## config.mk

```make
export PLATFORM = sky130hd
export DESIGN_NAME = mips_avalon_master
export DESIGN_NICKNAME = d
export VERILOG_FILES = /design/src/rtl/mips_avalon_pkg.sv /design/src/rtl/mips_mem_lane_align.sv /design/src/rtl/mips_avalon_master.sv
export SDC_FILE = /design/constraint.sdc
export NUM_CORES = 1
export LEC_CHECK = 0
export CAP_MARGIN = 20
export CORE_MARGIN = 1
export CORE_UTILIZATION = 35
export CTS_CLUSTER_DIAMETER = 80
export DETAILED_ROUTE_END_ITERATION = 10
export HOLD_SLACK_MARGIN = 0.12
export MAX_ROUTING_LAYER = met4
export PLACE_DENSITY = 0.75
export SETUP_SLACK_MARGIN = 0.05
export SKIP_CTS_REPAIR_TIMING = 1
export SYNTH_ARGS = -nofsm -noshare
export SYNTH_HDL_FRONTEND = slang
export SYNTH_SLANG_ARGS = --single-unit
```

## constraint.sdc

```tcl
create_clock -name clk -period 3.3 [get_ports clk]
set_clock_uncertainty 0.1 [all_clocks]
set_input_delay 0.66 -clock clk [delete_from_list [all_inputs] [get_ports clk]]
set_output_delay 0.66 -clock clk [all_outputs]
set_load 0.005 [all_outputs]
```

## src/rtl/mips_avalon_pkg.sv

```systemverilog
// ---------------------------------------------------------------------------
// mips_avalon_pkg
// Shared definitions for the MIPS load/store to Avalon-MM master:
//   size_e    - request access size encoding (byte/half/word/illegal)
//   state_e   - master FSM states
//   BE_*      - byteenable patterns for the naturally aligned lanes
//   req_bad() - illegal-size / misalignment classification of a request
// ---------------------------------------------------------------------------
package mips_avalon_pkg;

  typedef enum logic [1:0] {
    SZ_BYTE = 2'b00,
    SZ_HALF = 2'b01,
    SZ_WORD = 2'b10,
    SZ_ILL  = 2'b11
  } size_e;

  typedef enum logic [1:0] {
    ST_IDLE = 2'b00,
    ST_BUSY = 2'b01,
    ST_RESP = 2'b10
  } state_e;

  localparam logic [3:0] BE_BYTE0   = 4'b0001;
  localparam logic [3:0] BE_HALF_LO = 4'b0011;
  localparam logic [3:0] BE_HALF_HI = 4'b1100;
  localparam logic [3:0] BE_WORD    = 4'b1111;

  // A request that must never reach the bus: illegal size or an address
  // that is not naturally aligned for its size.
  function automatic logic req_bad(input size_e sz, input logic [1:0] addr_lo);
    logic bad;
    case (sz)
      SZ_BYTE: bad = 1'b0;
      SZ_HALF: bad = addr_lo[0];
      SZ_WORD: bad = |addr_lo;
      default: bad = 1'b1;
    endcase
    return bad;
  endfunction

endpackage

```

## src/rtl/mips_mem_lane_align.sv

```systemverilog
// ---------------------------------------------------------------------------
// mips_mem_lane_align
// Purely combinational lane steering between a MIPS register view and a
// 32-bit little-endian Avalon data bus.
// Ports:
//   size       in  access size (size_e)
//   addr_lo    in  byte offset within the word
//   sgn        in  1 = sign-extend load data, 0 = zero-extend
//   wdata      in  store data, LSB-justified
//   rdata      in  raw bus read data
//   byteenable out active byte lanes
//   wdata_lane out store data moved onto its lanes, unused lanes zero
//   rdata_ext  out load data moved down to bit 0 and extended
// ---------------------------------------------------------------------------
module mips_mem_lane_align
  import mips_avalon_pkg::*;
(
  input  size_e       size,
  input  logic [1:0]  addr_lo,
  input  logic        sgn,
  input  logic [31:0] wdata,
  input  logic [31:0] rdata,
  output logic [3:0]  byteenable,
  output logic [31:0] wdata_lane,
  output logic [31:0] rdata_ext
);

  logic signed [7:0]  lane_b;
  logic signed [15:0] lane_h;
  logic        [4:0]  sh_b;
  logic        [4:0]  sh_h;

  assign sh_b = {addr_lo, 3'b000};
  assign sh_h = {addr_lo[1], 4'b0000};

  always_comb begin
    byteenable = 4'b0000;
    wdata_lane = 32'h0;
    rdata_ext  = 32'h0;
    lane_b     = 8'sh0;
    lane_h     = 16'sh0;
    case (size)
      SZ_BYTE: begin
        byteenable = BE_BYTE0 << addr_lo;
        wdata_lane = {24'h0, wdata[7:0]} << sh_b;
        lane_b     = 8'(rdata >> sh_b);
        if (sgn) rdata_ext = 32'(lane_b);
        else     rdata_ext = {24'h0, lane_b};
      end
      SZ_HALF: begin
        byteenable = addr_lo[1] ? BE_HALF_HI : BE_HALF_LO;
        wdata_lane = {16'h0, wdata[15:0]} << sh_h;
        lane_h     = 16'(rdata >> sh_h);
        if (sgn) rdata_ext = 32'(lane_h);
        else     rdata_ext = {16'h0, lane_h};
      end
      SZ_WORD: begin
        byteenable = BE_WORD;
        wdata_lane = wdata;
        rdata_ext  = rdata;
      end
      default: begin
        byteenable = 4'b0000;
      end
    endcase
  end

endmodule

```

## src/rtl/mips_avalon_master.sv

```systemverilog
// ---------------------------------------------------------------------------
// mips_avalon_master
// Converts single MIPS load/store requests into Avalon-MM read/write
// transfers, one transaction outstanding at a time.
// Ports:
//   clk, rst         clock, asynchronous active-low reset
//   req_valid/ready  request handshake (ready only in IDLE)
//   req_write        1 store, 0 load
//   req_size         00 byte, 01 half, 10 word, 11 illegal
//   req_signed       sign-extend load data
//   req_addr         byte address
//   req_wdata        store data, LSB-justified
//   resp_valid       one-cycle completion pulse
//   resp_rdata       extended load data (0 for stores and errors)
//   resp_err         misaligned / illegal size / timeout
//   address, read, write, writedata, byteenable, waitrequest, readdata
//                    Avalon-MM master interface
// Build option: define MIPS_AVALON_MASTER_TIMEOUT_EN to abort a transfer
// after TIMEOUT_CYCLES bus cycles of waitrequest; otherwise BUSY waits
// indefinitely.
// ---------------------------------------------------------------------------
module mips_avalon_master
  import mips_avalon_pkg::*;
#(
  parameter int TIMEOUT_CYCLES = 64
) (
  input  logic        clk,
  input  logic        rst,
  input  logic        req_valid,
  output logic        req_ready,
  input  logic        req_write,
  input  logic [1:0]  req_size,
  input  logic        req_signed,
  input  logic [31:0] req_addr,
  input  logic [31:0] req_wdata,
  output logic        resp_valid,
  output logic [31:0] resp_rdata,
  output logic        resp_err,
  output logic [31:0] address,
  output logic        read,
  output logic        write,
  output logic [31:0] writedata,
  output logic [3:0]  byteenable,
  input  logic        waitrequest,
  input  logic [31:0] readdata
);

  state_e      state_q, state_nx;
  logic        accept;
  logic        bad_req;
  logic        timeout_hit;

  // Registered request; data only, qualified everywhere by the FSM state.
  logic        write_q;
  size_e       size_q;
  logic        sgn_q;
  logic [31:0] addr_q;
  logic [31:0] wdata_q;
  logic        err_q;
  logic [31:0] rdata_q;

  logic [3:0]  be_lane;
  logic [31:0] wdata_lane;
  logic [31:0] rdata_ext;

  assign accept  = req_valid & req_ready;
  assign bad_req = req_bad(size_e'(req_size), req_addr[1:0]);

  mips_mem_lane_align u_lane (
    .size       (size_q),
    .addr_lo    (addr_q[1:0]),
    .sgn        (sgn_q),
    .wdata      (wdata_q),
    .rdata      (readdata),
    .byteenable (be_lane),
    .wdata_lane (wdata_lane),
    .rdata_ext  (rdata_ext)
  );

`ifdef MIPS_AVALON_MASTER_TIMEOUT_EN
  localparam int CNT_W = (TIMEOUT_CYCLES < 2) ? 1 : $clog2(TIMEOUT_CYCLES + 1);
  logic [CNT_W-1:0] cnt_q;

  // Count bus cycles spent stalled; the last allowed one triggers the abort.
  assign timeout_hit = (state_q == ST_BUSY) && waitrequest &&
                       (cnt_q == CNT_W'(TIMEOUT_CYCLES - 1));

  always_ff @(posedge clk or negedge rst) begin
    if (!rst) begin
      cnt_q <= '0;
    end else if (accept) begin
      cnt_q <= '0;
    end else if ((state_q == ST_BUSY) && waitrequest && !timeout_hit) begin
      cnt_q <= cnt_q + 1'b1;
    end
  end
`else
  logic unused_timeout_cfg;
  assign unused_timeout_cfg = ^TIMEOUT_CYCLES;
  assign timeout_hit        = 1'b0;
`endif

  // State register
  always_ff @(posedge clk or negedge rst) begin
    if (!rst) state_q <= ST_IDLE;
    else      state_q <= state_nx;
  end

  // Next-state logic
  always_comb begin
    state_nx = state_q;
    case (state_q)
      ST_IDLE: if (accept) state_nx = bad_req ? ST_RESP : ST_BUSY;
      ST_BUSY: if (!waitrequest || timeout_hit) state_nx = ST_RESP;
      ST_RESP: state_nx = ST_IDLE;
      default: state_nx = ST_IDLE;
    endcase
  end

  // Output logic; everything is gated by state so reset clears it at once.
  always_comb begin
    req_ready  = (state_q == ST_IDLE) && rst;
    read       = 1'b0;
    write      = 1'b0;
    address    = 32'h0;
    writedata  = 32'h0;
    byteenable = 4'b0000;
    resp_valid = 1'b0;
    resp_err   = 1'b0;
    resp_rdata = 32'h0;
    case (state_q)
      ST_BUSY: begin
        read       = !write_q;
        write      = write_q;
        address    = {addr_q[31:2], 2'b00};
        writedata  = write_q ? wdata_lane : 32'h0;
        byteenable = be_lane;
      end
      ST_RESP: begin
        resp_valid = 1'b1;
        resp_err   = err_q;
        resp_rdata = rdata_q;
      end
      default: ;
    endcase
  end

  // Request capture and load-data capture
  always_ff @(posedge clk) begin
    if (accept) begin
      write_q <= req_write;
      size_q  <= size_e'(req_size);
      sgn_q   <= req_signed;
      addr_q  <= req_addr;
      wdata_q <= req_wdata;
      err_q   <= bad_req;
      rdata_q <= 32'h0;
    end else if (state_q == ST_BUSY) begin
      if (!waitrequest) begin
        if (!write_q) rdata_q <= rdata_ext;
      end else if (timeout_hit) begin
        err_q <= 1'b1;
      end
    end
  end

endmodule

```

; ---- After elaboration in Yosys (flattened, before gate mapping)
; Cells that the tools add are included.
[totals]
register_bits = 103
wordCells = 52
input_bits = 104
out_inout_bits = 105
[classes]
n_bitwise = 3
shifts = 5
muxes = 20
n_reduce_logical = 8
eq_ne = 8
[op_table]
columns = operator, count
row1 = 32-bit 2-to-1 mux, 6
row2 = 32-bit one-hot mux with 3 select lines, 2
row3 = 16-bit by 5-bit left shift with 32-bit output, 1
row4 = 8-bit by 5-bit left shift with 32-bit output, 1
row5 = 32-bit by 5-bit right shift with 16-bit output, 1
row6 = 32-bit by 5-bit right shift with 8-bit output, 1
row7 = 4-bit one-hot mux with 3 select lines, 1
row8 = 4-bit 2-to-1 mux, 2
row9 = 2-bit by 1-bit == test with 1-bit output (second input constant), 3
row10 = 2-bit == test (second input constant), 3
row11 = 2-bit logical NOT, 3
row12 = 2-bit 2-to-1 mux, 3
row13 = 1-bit 2-to-1 mux, 4
row14 = 2-bit inequality test (second input constant), 2
row15 = 2-bit one-hot mux with 2 select lines, 1
row16 = 1-bit by 2-bit left shift with 4-bit output (first input constant), 1
row17 = 1-bit one-hot mux with 3 select lines, 1
row18 = 3-bit AND reduction, 1
row19 = 1-bit NOT, 2
row20 = 2-bit AND reduction, 1
row21 = 2-bit OR reduction, 1
row22 = 1-bit bitwise AND, 1
row23 = 1-bit logical AND, 1
row24 = 1-bit logical NOT, 1

; ---- Depth between registers and ports, before layout
; Gate-level depths: netlist (run 1).
[depth]
depth_word = 5
mapped_depth = 8

; ---- Modules after synthesis
; Synthesis (run 1) repeated with hierarchy kept, for this count alone.
[unflattened]
cells_unflattened = 529
hier_area_um2 = 5275.1
[modules_own_cells]
columns = mod, n_inst, seq_area_each_um2, cells_each, area_per_inst_um2
row1 = mips_avalon_master, 1, 2762.6, 340, 4016.4
row2 = mips_mem_lane_align, 1, 0.0, 189, 1258.7

; ---- Worst setup path after synthesis (run 1)
; OpenSTA, ideal clock, no wires.
[synth_path]
path_kind = input -> register
from = input rst
to = register addr_q[0], enable pin
arrival_ps = 3292
t_required_ps = 2739
path_slack_ps = -553
cell_stages = 4
n_path_buf = 1
cell_sequence = nor3b_1 > nand2_1 > clkinv_1 > clkbuf_1
[synth_between]
elab_chain_len = 2
[synth_lines]
columns = item, line
row1 = "start, declared", mips_avalon_master.sv:28  ; input logic rst,
row2 = 1-bit logical AND, mips_avalon_master.sv:122  ; req_ready = (state_q == ST_IDLE) && rst;
row3 = 1-bit bitwise AND, mips_avalon_master.sv:66  ; assign accept = req_valid & req_ready;
row4 = via accept, mips_avalon_master.sv:49  ; logic accept;
row5 = "end signal, assigned", mips_avalon_master.sv:154  ; addr_q <= req_addr;
row6 = "end, declared", mips_avalon_master.sv:57  ; logic [31:0] addr_q;
; The timed path passes the listed nets, and every way through them passes these cells.
; A chain may end at the register's enable or synchronous reset.

; ---- Worst setup path after layout (run 1)
[layout_path]
from = register size_q[1]
to = output writedata[25]
[layout_between]
elab_chain_len = 4
word_cells_on_any_way = 6
[layout_lines]
columns = item, line
row1 = "start, declared", mips_avalon_master.sv:55  ; size_e size_q;
row2 = "start signal, assigned", mips_avalon_master.sv:152  ; size_q <= size_e'(req_size);
row3 = "2-bit == test, or another cell as far along", mips_mem_lane_align.sv:42  ; case (size)
row4 = 32-bit one-hot mux with 3 select lines *, mips_mem_lane_align.sv:42
row5 = 32-bit 2-to-1 mux *, mips_avalon_master.sv:136  ; writedata = write_q ? wdata_lane : 32'h0;
row6 = 32-bit 2-to-1 mux *, mips_avalon_master.sv:131  ; case (state_q)
row7 = "end, declared", mips_avalon_master.sv:42  ; output logic [31:0] writedata,
; Every way passes the cells marked *; elsewhere a longest branch is shown, timed or not.

==> results.md, run 1 <==
* Post-route ant nets at 0
* DP HPWL at 10500 µm
* Vias in the first global route at 4002
* CP Capture Type: output pin
* Crit-path cells: inv_1 -> and3_1 -> a222oi_1 -> nor2_1 -> clkdlybuf4s50_1
* Dpl ws at 0.3453 ns
* Routed vias/inst at 5.163
* Worst-Margin Slew at 0.5372 ns
* Hold Path Origin: rdata_q[19]
* Hold Path Cell Cnt at 1
* Commonest non-fill, non-tap cells in the layout: 206 x clkdlybuf4s50_1, 72 x and2_1, 69 x edfxtp_1
* Die area at 13760 µm²
* Std cell rows at 41
* Share of cells above drive strength 1 at 0.07960
* Vias after detailed routing at 4001
* WS Path Type: flop to output pin
* Ant. Diodes at 0
* Worst path slowest cell: clkdlybuf4s50_1
* Core ar. at 12770 µm²
* Grt ovf at 0
* Post-route worst setup slack at 0.1516 ns
* CTS tree: done
* Seq/Total Area, Yosys at 0.5939
* Final Critical Period at 3.148 ns
* Max transition margin at 0.6419
* Final nets at 702
* Setup tns final at 0 ns
* Post-Synthesis Cells at 393
* GP Congestion at 0.8614
* Crit path buffers/inverters at 2
* Register area at 2763 µm²
* Area occupied by multi-input gates at 1728 µm²
* Max-slew violations at 0
* Syn Area/Cell at 11.84 µm²
* Largest net degree at the start of global routing at 39
* Starting Density at 0.3642
* Worst Hold Class: flop to flop
* Synth Warn # at 0
* Max_cap viols at 0
* Maximum VDD drop at 0.3375 mV
* WHS Endpoint: rdata_q[19]
* 1st-iter DRT viols at 295
* # setup viols final at 0
* Layout area overhead at 55.49%
* Final WL at 14230 µm
* Commonest non-fill, non-tap cell in the layout: clkdlybuf4s50_1
* DR WL/cell at 18.36 µm
* Worst r2r src: write_q
* Cell taking the most area after synthesis: edfxtp_1
* Power Density at 408.1 nW/µm²
* Worst R2R Path Depth at 4
* Synthesis-stage register bit count at 103
* Initial antenna violation count at 0
* CP Data Arrival Time at 2.39 ns
* CTS sink count at 103
* Die height at 117.3 µm
* Share of the synthesized area in the top cell type at 0.4454
* PortBufs at 206
* First-pass detailed-route iteration total at 6
* CP Data Required Time at 2.54 ns
* Synth cell types at 41
* Die X at 117.3 µm
* All-layer global routing usage at 0.2106
* Skew-Pair Late Insertion Delay at 0.35 ns
* CTS clk-pin slew, worst paths at 0.07 ns
* H-Tree Depth at 3
* Levels on crit path at 5
* Largest cells by area after synthesis: edfxtp_1 45%, dfxtp_1 14%, and2_1 9.7%, a22oi_1 5.2%, a21oi_1 3.4%
* RSZ-0062 raised after global routing: yes
* CTS root buffer: clkbuf_16
* # DRC at 0
* Placed cell count at 753
* Max clock buf depth at 2
* F_max at 317.6 MHz
* Status: finished clean
* Leakage power total at 2.497 nW
* FILL cells at 1058
* I/O pin total at 209
* Mapped Area at 4652 µm²
* Reg2Reg Setup Slack at 1.08 ns
* Crit path max-delay family: buffers and inverters
* TritonCTS Buffers at 9
* Hold Violations, Final at 0
* Reg2reg end: rdata_q[30]
* Finished Layout Cells at 775
* Maximum fanout along the worst path at 9
* First-pass GRT wire length at 20600 µm
* Peak per-stage delay on the critical path at 0.55 ns
* Crit start category: flop
* Tot Pwr at 2.952 mW
* Final period utilization at 0.9540
==> sequential cells by signal, indices dropped and copies added, names as in the netlist <==
signal / count
addr_q: 32
rdata_q: 32
wdata_q: 32
size_q: 2
state_q: 2
err_q: 1
sgn_q: 1
write_q: 1
==> metrics by stage <==
stage,instance area (µm²),hold slack (ns),util
floorplan,4657,0.2644,-
detailed placement,6897,0.3674,0.5399
global placement,6897,0.3622,0.5399
global route,7233,0.3808,0.5663
finish,7233,0.3817,0.5663
CTS,7168,0.3756,0.5612
==> final cells by class <==
type / instances / share of cell area
sequential: 103 / 0.3819
timing repair buffer: 228 / 0.3102
multi-input combinational: 253 / 0.2389
clock buffer: 10 / 0.03166
tap: 172 / 0.02975
clock inverter: 6 / 0.005881
inverter: 3 / 0.001730
==> worst register-to-register path: stages, from the launching register on <==
cell      delay (ns)
edfxtp_1        0.45
or4b_1          0.69
nor2_1          0.18
and4_1          0.56
a221o_1         0.19
==> cells by family after synthesis <==
family	Yosys count	share of synthesized area
compound gates	120	0.1926
buf+inv	38	0.04196
flops	103	0.5939
mux	3	0.009145
other cells	1	0.0008061
simple gates	128	0.1616
==> how the worst max path moves through the flow <==
stage	startpoint	endpoint	slack [ns]
floorplan	rst	addr_q[0]	0.56
CTS	size_q[1]	writedata[15]	-0.07
detailed placement	size_q[1]	writedata[9]	0.35
global route	size_q[0]	writedata[4]	0.01
global placement	size_q[1]	writedata[15]	0.41
finish	size_q[1]	writedata[25]	0.15
==> Yosys cell counts <==
cell type,number
edfxtp_1,69
nand2b_1,1
dfrtp_1,2
nor2b_1,7
and4_1,2
a222oi_1,8
mux4_2,1
nor3_2,1
nand3_1,2
buf_4,4
o21ai_2,1
nor4b_2,1
o21a_1,3
nor2b_4,1
a22oi_1,32
a21oi_1,32
o22a_1,1
buf_1,1
dfxtp_1,32
or4b_1,1
buf_6,4
inv_1,2
a211oi_1,16
and3_1,2
clkinv_1,1
a21oi_4,1
o21ai_0,2
and2_1,72
or2_0,1
clkbuf_1,20
and4bb_1,1
a22o_1,7
mux2i_1,2
nand2_1,7
a21o_1,1
a221o_1,16
or3b_2,1
nor2_1,27
buf_2,6
nor3b_1,1
conb_1,1
==> metal layers <==
layer  wire (µm)  vias to the layer above  track usage
met4         221                        0      0.06667
li1            -                     1888            -
met2        7016                      225       0.3502
met1        5633                     1872       0.2440
met5           0                        -            -
met3        1356                       16      0.06282
==> power by group <==
| group | leakage, nW | switching, mW | internal (mW) |
|---|---|---|---|
| clock | 0.131 | 0.484 | 0.515 |
| combinational | 1.44 | 0.198 | 0.262 |
| sequential | 0.926 | 0.0358 | 1.46 |
Power figures use the tool's default switching activity.
==> run 2, diff against run 1 <==
Settings changed: PLACE_DENSITY 0.75 to 0.72.
Clock period 3.3 ns to 3.29 ns, I/O delays scaled along.
==> run 2 against run 1 <==
Sequential power is essentially flat. Count of clock-buffer cells in the layout did not move. Critical path depth is 2 higher. Power up 5.6%. Setup slack better by 0.049 ns. Sequential cell count stayed put. First-iteration DRC count increased by 5.4%. Wire length increased by 0.82%. Combinational power barely moved. Sequential share of layout area is 0.15 points lower. Die area stayed put. Register-to-register slack about the same. Largest power group unchanged.
==> results.md, run 2 (synthesis gave the netlist of run 1 again) <==
* CTS clk-pin slew, worst paths at 0.07 ns (about the same)
* Worst path slowest cell: clkdlybuf4s50_1 (unchanged)
* Worst-Margin Slew at 0.5543 ns (was 0.5372 ns)
* CTS sink count at 103 (unchanged)
* CP Data Arrival Time at 2.33 ns (was 2.39 ns)
* DR WL/cell at 18.53 µm (was 18.36 µm)
* Routed vias/inst at 5.180 (was 5.163)
* Reg2reg end: rdata_q[17] (was rdata_q[30])
* Layout area overhead at 56.11% (was 55.49%)
* TritonCTS Buffers at 9 (unchanged)
* DP HPWL at 10440 µm (was 10500 µm)
* WS Path Type: flop to output pin (unchanged)
* I/O pin total at 209 (unchanged)
* Die X at 117.3 µm (unchanged)
* Commonest non-fill, non-tap cells in the layout: 206 x clkdlybuf4s50_1, 72 x and2_1, 69 x edfxtp_1 (unchanged)
* Final nets at 701 (was 702)
* PortBufs at 206 (unchanged)
* Grt ovf at 0 (unchanged)
* Finished Layout Cells at 774 (was 775)
* CP startpoint: size_q[0] (was size_q[1])
* Commonest non-fill, non-tap cell in the layout: clkdlybuf4s50_1 (unchanged)
* Worst Hold Class: input port to async pin (was flop to flop)
* Max_cap viols at 0 (unchanged)
* All-layer global routing usage at 0.2196 (was 0.2106)
* Initial antenna violation count at 0 (unchanged)
* Ant. Diodes at 0 (unchanged)
* Leakage power total at 2.507 nW (was 2.497 nW)
* Worst r2r src: addr_q[1] (was write_q)
* Reg2Reg Setup Slack at 1.07 ns (was 1.08 ns)
* Starting Density at 0.3642 (unchanged)
* Skew-Pair Late Insertion Delay at 0.36 ns (was 0.35 ns)
* CP Capture Type: output pin (unchanged)
* Regs by FF count: addr_q: 32 flops, rdata_q: 32 flops, wdata_q: 32 flops (unchanged)
* Critical Path Sink: writedata[2] (was writedata[25])
* Die area at 13760 µm² (unchanged)
* Std cell rows at 41 (unchanged)
* F_max at 323.7 MHz
* Vias after detailed routing at 4009 (was 4001)
* Vias in the first global route at 4121 (was 4002)
* Status: finished clean (unchanged)
* GP Congestion at 0.8389 (was 0.8614)
* Core ar. at 12770 µm² (unchanged)
* Placed cell count at 757 (was 753)
* H-Tree Depth at 3 (unchanged)
* Largest net degree at the start of global routing at 69 (was 39)
* Worst R2R Path Depth at 5 (was 4)
* CP Data Required Time at 2.53 ns (was 2.54 ns)
* Maximum VDD drop at 0.3034 mV (was 0.3375 mV)
* Peak per-stage delay on the critical path at 0.50 ns (was 0.55 ns)
* CTS root buffer: clkbuf_16 (unchanged)
* First-pass GRT wire length at 21290 µm (was 20600 µm)
* 1st-iter DRT viols at 311 (was 295)
* RSZ-0062 raised after global routing: yes (unchanged)
* FILL cells at 1073 (was 1058)
* Final WL at 14350 µm (was 14230 µm)
* Max transition margin at 0.6305 (was 0.6419)
* Max-slew violations at 0 (unchanged)
* # DRC at 0 (unchanged)
* Max clock buf depth at 2 (unchanged)
* CTS tree: done (unchanged)
* Post-route ant nets at 0 (unchanged)
* Die height at 117.3 µm (unchanged)
* First-pass detailed-route iteration total at 7 (was 6)
* Crit start category: flop (unchanged)
* Setup tns final at 0 ns (unchanged)
* Final Critical Period at 3.089 ns
* # setup viols final at 0 (unchanged)
* Power Density at 429.5 nW/µm² (was 408.1 nW/µm²)
* Maximum fanout along the worst path at 11 (was 9)
* Crit-path cells: buf_4 -> nor2b_1 -> a21o_1 -> nor2b_1 -> buf_4 -> and2_1 -> clkdlybuf4s50_1 (was inv_1 -> and3_1 -> a222oi_1 -> nor2_1 -> clkdlybuf4s50_1)
* Final period utilization at 0.9390
* Share of cells above drive strength 1 at 0.07641 (was 0.07960)
* Hold Violations, Final at 0 (unchanged)
run 2: final cells by class:
class | instances | area, µm² | share of cell area
Sequential cell | 103 | 2763 | 0.3804
Timing Repair Buffer | 227 | 2232 | 0.3074
Multi-Input combinational cell | 253 | 1719 | 0.2367
Clock buffer | 10 | 229.0 | 0.03153
Tap cell | 172 | 215.2 | 0.02963
Clock inverter | 6 | 91.34 | 0.01258
Inverter | 3 | 12.51 | 0.001723
run 2: through the flow:
stage	hold slack, ns	instance area (µm²)	util	power [mW]	worst slack (ns)
CTS	0.3668	7247	0.5673	3.141	0.1143
finish	0.3735	7262	0.5685	3.119	0.2007
detailed placement	0.3693	6927	0.5423	1.984	0.4227
global route	0.3864	7262	0.5685	3.234	0.03322
floorplan	0.2624	4657	-	1.703	0.5563
global placement	0.3632	6927	0.5423	1.972	0.4932
run 2: worst max-delay path: cells and delay by family, from the launching register on:
| kind | cells | cell delay, ns |
|---|---|---|
| buffers and inverters | 3 | 0.89 |
| AOI/OAI and AO/OA | 1 | 0.12 |
| and+or+nand+nor | 3 | 0.49 |
| DFF | 1 | 0.46 |
run 2: report_power, final:
| part | leakage [nW] | internal, mW | switching [mW] |
|---|---|---|---|
| Combinational | 1.43 | 0.261 | 0.201 |
| Sequential | 0.926 | 1.46 | 0.0335 |
| Clock | 0.153 | 0.673 | 0.489 |
run 2: worst min path at each step:
| stage | depth (start not counted) | endpoint |
|---|---|---|
| 4_1_cts | 1 | state_q[1] |
| 2_1_floorplan | 0 | state_q[0] |
| 6_report | 1 | state_q[0] |
| 5_1_grt | 1 | state_q[0] |
| 3_5_place_dp | 1 | rdata_q[31] |
| 3_3_place_gp | 1 | rdata_q[24] |
run 2: layer usage:
layer	global-route usage	wire length, µm	vias to the layer above
met3	0.06746	1396	25
met4	0.1139	427	0
met1	0.2552	5588	1863
met5	-	0	-
li1	-	-	1888
met2	0.3424	6934	233
==> run 3, diff against run 2 <==
Clock period 3.29 ns to 3.65 ns, I/O delays scaled along.
==> run 3 against run 2 <==
Cell area is 0.93% lower. Sequential cell count stayed put. Setup slack worse by 0.025 ns. Critical path depth is 2 lower.
==> results.md, run 3 (synthesis gave the netlist of run 1 again) <==
* Worst Hold Class: flop to flop (was input port to async pin)
* WS Path Type: flop to output pin (unchanged)
* Starting Density at 0.3642 (unchanged)
* Power Density at 380.3 nW/µm² (was 429.5 nW/µm²)
* DP HPWL at 10270 µm (was 10440 µm)
* Crit start category: flop (unchanged)
* CP Data Required Time at 2.82 ns (was 2.53 ns)
* Initial antenna violation count at 0 (unchanged)
* First-pass detailed-route iteration total at 5 (was 7)
* Largest net degree at the start of global routing at 64 (was 69)
* Final period utilization at 0.9519
* GP Congestion at 0.8091 (was 0.8389)
* CP Data Arrival Time at 2.64 ns (was 2.33 ns)
* H-Tree Depth at 3 (unchanged)
* CTS sink count at 103 (unchanged)
* Layout area overhead at 54.65% (was 56.11%)
* Regs by FF count: addr_q: 32 flops, rdata_q: 32 flops, wdata_q: 32 flops (unchanged)
* Core ar. at 12770 µm² (unchanged)
* Ant. Diodes at 0 (unchanged)
* Crit-path cells: inv_1 -> and3_1 -> a222oi_1 -> nor2_1 -> clkdlybuf4s50_1 (was buf_4 -> nor2b_1 -> a21o_1 -> nor2b_1 -> buf_4 -> and2_1 -> clkdlybuf4s50_1)
* Max-slew violations at 0 (unchanged)
* Crit path buffers/inverters at 2 (was 3)
* FILL cells at 1022 (was 1073)
* Std cell rows at 41 (unchanged)
* Peak per-stage delay on the critical path at 0.60 ns (was 0.50 ns)
* Die X at 117.3 µm (unchanged)
* Leakage power total at 2.465 nW (was 2.507 nW)
* PortBufs at 206 (unchanged)
* F_max at 287.8 MHz
* Grt ovf at 0 (unchanged)
* Commonest non-fill, non-tap cells in the layout: 206 x clkdlybuf4s50_1, 72 x and2_1, 69 x edfxtp_1 (unchanged)
* Vias after detailed routing at 4003 (was 4009)
* Post-route ant nets at 0 (unchanged)
* Vias in the first global route at 4101 (was 4121)
* Tot Pwr at 2.736 mW (was 3.119 mW)
* Share of cells above drive strength 1 at 0.06711 (was 0.07641)
* CTS tree: done (unchanged)
* Hold Violations, Final at 0 (unchanged)
* Final Critical Period at 3.474 ns
* Skew-Pair Late Insertion Delay at 0.35 ns (was 0.36 ns)
* Routed vias/inst at 5.212 (was 5.180)
* Final nets at 695 (was 701)
* CP Capture Type: output pin (unchanged)
* # setup viols final at 0 (unchanged)
* Final WL at 14230 µm (was 14350 µm)
* Setup tns final at 0 ns (unchanged)
* Hold slack at 0.3837 ns (was 0.3735 ns)
* RSZ-0062 raised after global routing: yes (unchanged)
* Max_cap viols at 0 (unchanged)
* Die area at 13760 µm² (unchanged)
* TritonCTS Buffers at 9 (unchanged)
* Maximum fanout along the worst path at 13 (was 11)
* First-pass GRT wire length at 21490 µm (was 21290 µm)
* Worst-Margin Slew at 0.6180 ns (was 0.5543 ns)
* Max clock buf depth at 2 (unchanged)
* DR WL/cell at 18.53 µm (about the same)
* I/O pin total at 209 (unchanged)
* # DRC at 0 (unchanged)
* Maximum VDD drop at 0.2956 mV (was 0.3034 mV)
* Status: finished clean (unchanged)
* 1st-iter DRT viols at 287 (was 311)
* Max transition margin at 0.5880 (was 0.6305)
* Crit path max-delay family: buffers and inverters (unchanged)
* Dpl ws at 0.5024 ns (was 0.4227 ns)
* Worst path slowest cell: and3_1 (was clkdlybuf4s50_1)
* All-layer global routing usage at 0.2209 (was 0.2196)
* CTS root buffer: clkbuf_16 (unchanged)
* Post-route worst setup slack at 0.1755 ns (was 0.2007 ns)
* Die height at 117.3 µm (unchanged)
* Commonest non-fill, non-tap cell in the layout: clkdlybuf4s50_1 (unchanged)
* CTS clk-pin slew, worst paths at 0.07 ns (about the same)
==> run 3: cell types whose count changed in the layout (fill, tap and decap cells not counted) <==
cell / before / now
buf_4: 20 / 14
and4bb_1: 0 / 1
and4bb_2: 1 / 0
bufinv_16: 2 / 1
clkbuf_1: 1 / 0
clkinv_1: 1 / 2
clkinvlp_4: 1 / 2
inv_6: 1 / 2
inv_8: 1 / 0
nor2b_1: 5 / 4
nor2b_2: 2 / 3
==> run 3: layer usage <==
| layer | part of all wire | routed length, µm | global-route usage | vias to the layer above |
|---|---|---|---|---|
| li1 | - | - | - | 1871 |
| met1 | 0.41 | 5879 | 0.2655 | 1890 |
| met2 | 0.47 | 6685 | 0.3416 | 211 |
| met3 | 0.090 | 1278 | 0.06231 | 31 |
| met4 | 0.027 | 388 | 0.1072 | 0 |
| met5 | 0 | 0 | - | - |
==> run 3: area by class of cell <==
cell class                      instances  area (µm²)  area share
Sequential cell                       103        2763      0.3840
Timing Repair Buffer                  221        2187      0.3040
Multi-Input combinational cell        253        1722      0.2393
Clock buffer                            9       225.2     0.03130
Tap cell                              172       215.2     0.02991
Clock inverter                          7       70.07    0.009739
Inverter                                3       12.51    0.001739
==> run 3: path summary, 6_finish.rpt <==
path,start,to,slack (ns),cells after the start
worst max-delay path,size_q[1],writedata[24],0.18,5
worst min-delay path,rdata_q[28],rdata_q[28],0.38,1
worst max register to register,addr_q[1],rdata_q[22],1.28,4
worst min register to register,rdata_q[28],rdata_q[28],0.38,1
max in group asynchronous,rst,state_q[0],2.86,1
min in group asynchronous,rst,state_q[1],0.45,1
==> run 3: through the flow <==
stage | cell area [µm²] | cells | utilization
5_1_grt | 7194 | 768 | 0.5632
6_report | 7194 | 768 | 0.5632
3_5_place_dp | 6867 | 749 | 0.5376
2_1_floorplan | 4657 | 394 | -
3_3_place_gp | 6867 | 749 | 0.5376
4_1_cts | 7162 | 765 | 0.5607
==> run 3: where the power goes <==
group          leakage [nW]  switching (mW)  internal [mW]
sequential            0.926          0.0334           1.32
clock                 0.138           0.446          0.533
combinational          1.40           0.175          0.231
total                  2.46           0.655           2.08
==> variant 1 (flow settings as in run 2) <==
Build with the macro `MIPS_AVALON_MASTER_TIMEOUT_EN` defined.
--- a/src/rtl/mips_avalon_master.sv
+++ b/src/rtl/mips_avalon_master.sv
@@ -21,2 +21,4 @@
 // ---------------------------------------------------------------------------
+`define MIPS_AVALON_MASTER_TIMEOUT_EN
+
 module mips_avalon_master
Behaviour: no difference found for any inputs over 10 cycles, from zero or initial values and one cycle with rst low; that may be too few to reach the edited logic, so the function may still have changed.
==> variant 1 against run 2 <==
Wire length increased by 2.3%; sequential cell count increased by 7; sequential share of layout area increased by 0.39 points; area after synthesis increased by 7.1%; final area increased by 5.3%; worst setup slack got worse by 0.081 ns; total power increased by 6.0%; critical endpoint is now writedata[24]; largest cell class unchanged; largest power group unchanged.
==> variant 1: results (changes against run 2) <==
Run status
The run finished with clean final reports.

Synth
The post-synthesis compound-gate area fraction is 18.9% (-0.40 points). The XOR/XNOR share of the synthesized area was 0.176% (+0.18 points). The count of distinct cell types in the synthesized netlist is 50 (+22%). The adder and majority gate portion of the synthesized area is 0.251% (+0.25 points).

GRT
The overall global routing resource usage was 20.3% (-1.6 points). The via count of the first global-routing pass was 4181 (+1.5%). The global-route met2 utilization was 31.8% (-2.4 points). The largest net degree at the start of global routing is 89 (+29%). The met1 track utilization from global routing was 24.5% (-1.0 points).

Setup path
The worst flop-to-flop path endpoint is rdata_q[26]. The maximum single-stage delay on the critical path was 0.54 ns (+0.04 ns). The endpoint of the most critical setup path is writedata[24]. The largest fanout on the critical path was 10 (-1).

Pwr
The power attributed to sequential cells was 0.00162 W (+8%). The fraction of power spent switching nets is 24.1% (+0.89 points).

STA
The headroom to the max-slew limit is 54.4% (-8.6 points).

Place
The final HPWL from detailed placement came to 10500 um (+0.79%). The placer's final routability congestion estimate was 0.828 (-1.3%). The placed instance area came to 7250 um^2 (+4.6%).

Drt
The met2 routed wirelength is 7130 um (+2.9%). The count of routing violations after the opening detailed-route iteration is 354 (+14%). The detailed-router iteration count before antenna repair is 5 (-2).

Final layout
The number of nets in the finished design came to 740 (+5.6%). The fraction of final layout cells with drive strength greater than 1 came to 8.28% (+0.64 points).

Hold path
The worst hold path class is reg2reg.
[variant 1: cell types whose count changed in the layout (fill, tap and decap cells not counted), sizes merged, moves of 2 or more]
cell   before  now
buf        21   26
dfrtp       2    9
mux2i       2    4
nand2       7   10
nand3       2    5
nor2       27   29
o21ai       3    5
or3         0    2
[variant 1: stage by stage]
stage	utilization (%)	hold WS, ns	worst slack (ns)	std cells	power (W)
6_report	55.1	0.381	0.119	820	0.00331
5_1_grt	55.1	0.394	0.0526	820	0.00343
4_1_cts	54.5	0.385	-0.0657	811	0.00332
3_5_place_dp	52.2	0.363	0.322	795	0.00218
2_1_floorplan	-	0.262	0.599	429	0.00186
3_3_place_gp	52.2	0.362	0.406	795	0.00217
[variant 1: final cells by class]
type	instances	share of cell area, %
Sequential cell	110	38.4
Multi-Input combinational cell	277	24.5
Clock buffer	11	3.31
Tap cell	180	2.95
Clock inverter	5	0.867
Timing Repair Buffer	232	29.7
Inverter	5	0.262
==> variant 2 (settings of run 2) <==
Without the edit above. Remove the case item `SZ_BYTE` of the case on `size`.
--- a/src/rtl/mips_mem_lane_align.sv
+++ b/src/rtl/mips_mem_lane_align.sv
@@ -42,9 +42,2 @@
     case (size)
-      SZ_BYTE: begin
-        byteenable = BE_BYTE0 << addr_lo;
-        wdata_lane = {24'h0, wdata[7:0]} << sh_b;
-        lane_b     = 8'(rdata >> sh_b);
-        if (sgn) rdata_ext = 32'(lane_b);
-        else     rdata_ext = {24'h0, lane_b};
-      end
       SZ_HALF: begin
Check against the original RTL: not equivalent (a bounded check fails within 4 cycles, from zero or initial values and one cycle with rst low).
==> variant 2 against run 2 <==
Synthesized cell count down 8.4%; worst setup slack got worse by 0.059 ns; final area decreased by 3.7%; area after synthesis decreased by 4.3%; wire length fell by 11%; combinational power decreased by 11%; total power down 8.5%; sequential cell count shrank 1; critical path type unchanged; highest routed layer unchanged.
==> variant 2: results (changes against run 2) <==
Run status
The flow ran to the end, and the final reports show no timing, DRC or antenna violations.

GRT
The largest net degree at the start of global routing is 60 (-13%). The leftover overflow at the end of global routing is 0 (unchanged). The overall global routing resource usage was 19.9% (-2.0 points). The via count of the first global-routing pass is 3622 (-12%). The global-route wire length before repair was 19000 um (-11%). The initial antenna violation count is 0 (unchanged).

Pwr
The clock share of power is 34.1% (-3.1 points). The sequential share of power is 51.4% (+3.4 points). The fraction of power spent switching nets came to 23.2% (about the same). The leakage power summed over all cells is 2.39 nW (-4.6%).

The worst supply voltage drop on vdd was 0.329 mV (+8.6%).

Final layout
The count of antenna diodes in the layout came to 0 (unchanged). In the final layout, the registers with the most flip-flops are rdata_q x32, wdata_q x32, addr_q x31. The fraction of final layout cells with drive strength greater than 1 is 8.66% (+1.0 points). The number of fillers in the final layout is 1066 (-0.65%).

The number of nets in the finished design is 667 (-4.9%).

Drt
The via density per instance is 4.90 (-5.4%). The total via count in the routed design is 3598 (-10%). The detailed-route wire length was 12700 um (-11%). The count of routing violations after the opening detailed-route iteration is 243 (-22%). The detailed-router iteration count before antenna repair came to 4 (-3).

Setup path
The register-to-register setup slack is 1.41 ns (+0.34 ns). The endpoint of the most critical setup path is writedata[11]. The start of the worst register-to-register path is size_q[1]. The count of cells along the worst register-to-register path is 6 (+1). The cell type of the slowest stage on the worst timing path is clkdlybuf4s50_1.

The data required time of the critical path came to 2.53 ns (about the same). The largest fanout on the critical path is 16 (+5). The worst setup path startpoint is size_q[0].

The maximum single-stage delay on the critical path is 0.54 ns (+0.04 ns). The worst register-to-register path ends at rdata_q[31].

Synth
The commonest cells after synthesis are 82 x and2_1, 68 x edfxtp_1, 32 x dfxtp_1, 31 x a22oi_1, 31 x o2bb2ai_1. The area share of the largest cell type after synthesis is 45.9% (+1.3 points). Ranked by total cell area, the synthesized netlist is headed by edfxtp_1 46%, dfxtp_1 14%, and2_1 12%, o2bb2ai_1 6.1%, a22oi_1 5.2%. The number of flops mapped to enable cells by yosys is 68 (-1.4%). The gate count of the mapped netlist is 360 (-8.4%). The count of synthesis-stage warnings from yosys is 0 (unchanged). The count of distinct cell types in the synthesized netlist is 35 (-15%). The sequential share of the synthesized area is 61.4% (+2.0 points).

The proportion of register bits with asynchronous set or reset after synthesis is 1.96% (+0.019 points).

Hold path
The tightest min-delay check is of the reg2reg type.

CTS
The clock insertion delay at the later pin of the skew report came to 0.34 ns (-0.02 ns). The clock root buffer master is clkbuf_16. The number of buffers added by the clock tree synthesis step was 9 (unchanged). The clock-pin slew on the worst setup and hold paths was 0.07 ns (about the same). The CTS H-tree depth came to 3 (unchanged). The maximum clock insertion buffer count is 2 (unchanged).

Place
The placer's final routability congestion estimate was 0.842 (+0.41%). The post-place setup slack is 0.254 ns (-0.169 ns). The final HPWL from detailed placement is 9280 um (-11%). The count of placed standard cells including taps was 715 (-5.5%). The number of buffers added on ports was 206 (unchanged).

STA
The headroom to the max-slew limit is 51.5% (-12 points). The highest attainable clock frequency is 318 MHz (-1.9%).

Floorplan
The initial core utilization is 36.4% (about the same).

Run
The total of max-cap violations is 0 (unchanged).
variant 2: worst min-delay path by stage:
stage / end / depth (start not counted) / from
floorplan: state_q[0] / 0 / rst
global placement: rdata_q[24] / 1 / rdata_q[24]
detailed placement: rdata_q[27] / 1 / rdata_q[27]
CTS: rdata_q[21] / 1 / rdata_q[21]
global route: rdata_q[23] / 1 / rdata_q[23]
finish: rdata_q[27] / 1 / rdata_q[27]
variant 2: cells by family (layout without fill, tap and decap cells):
group	after synthesis	count (layout)	share of synthesized area [%]
other cells	1	2	0.0843
mux	16	16	4.02
buf+inv	34	239	3.71
simple gates	118	118	15.6
compound gates	87	87	14.6
flops	102	102	61.4
fa+ha+maj	2	2	0.562
variant 2: critical path, delay by kind of cell (launching register included):
| family | cells | cell delay (ns) |
|---|---|---|
| adder cells (fa/ha/maj) | 1 | 0.22 |
| buffers and inverters | 3 | 0.80 |
| AND/OR/NAND/NOR | 4 | 0.63 |
| flip-flops | 1 | 0.39 |
variant 2: layout make-up:
class	count	area (um^2)	area share [%]
Clock buffer	10	229	3.27
Clock inverter	6	37.5	0.537
Inverter	4	15.0	0.215
Multi-Input combinational cell	225	1580	22.7
Sequential cell	102	2730	39.1
Tap cell	168	210	3.01
Timing Repair Buffer	219	2180	31.2
variant 2: metrics by stage:
stage	hold WS [ns]	total power (W)	cell area, um^2
finish	0.356	0.00285	6990
global route	0.380	0.00296	6990
CTS	0.358	0.00288	6950
detailed placement	0.340	0.00190	6680
global placement	0.337	0.00190	6680
floorplan	0.262	0.00165	4470
variant 2: layer usage:
layer | up-vias | global-route usage (%) | share of wire [%]
li1 | 1702 | - | -
met1 | 1674 | 23.5 | 41
met2 | 196 | 32.2 | 48
met3 | 26 | 5.38 | 8.5
met4 | 0 | 8.48 | 2.5
met5 | - | - | 0
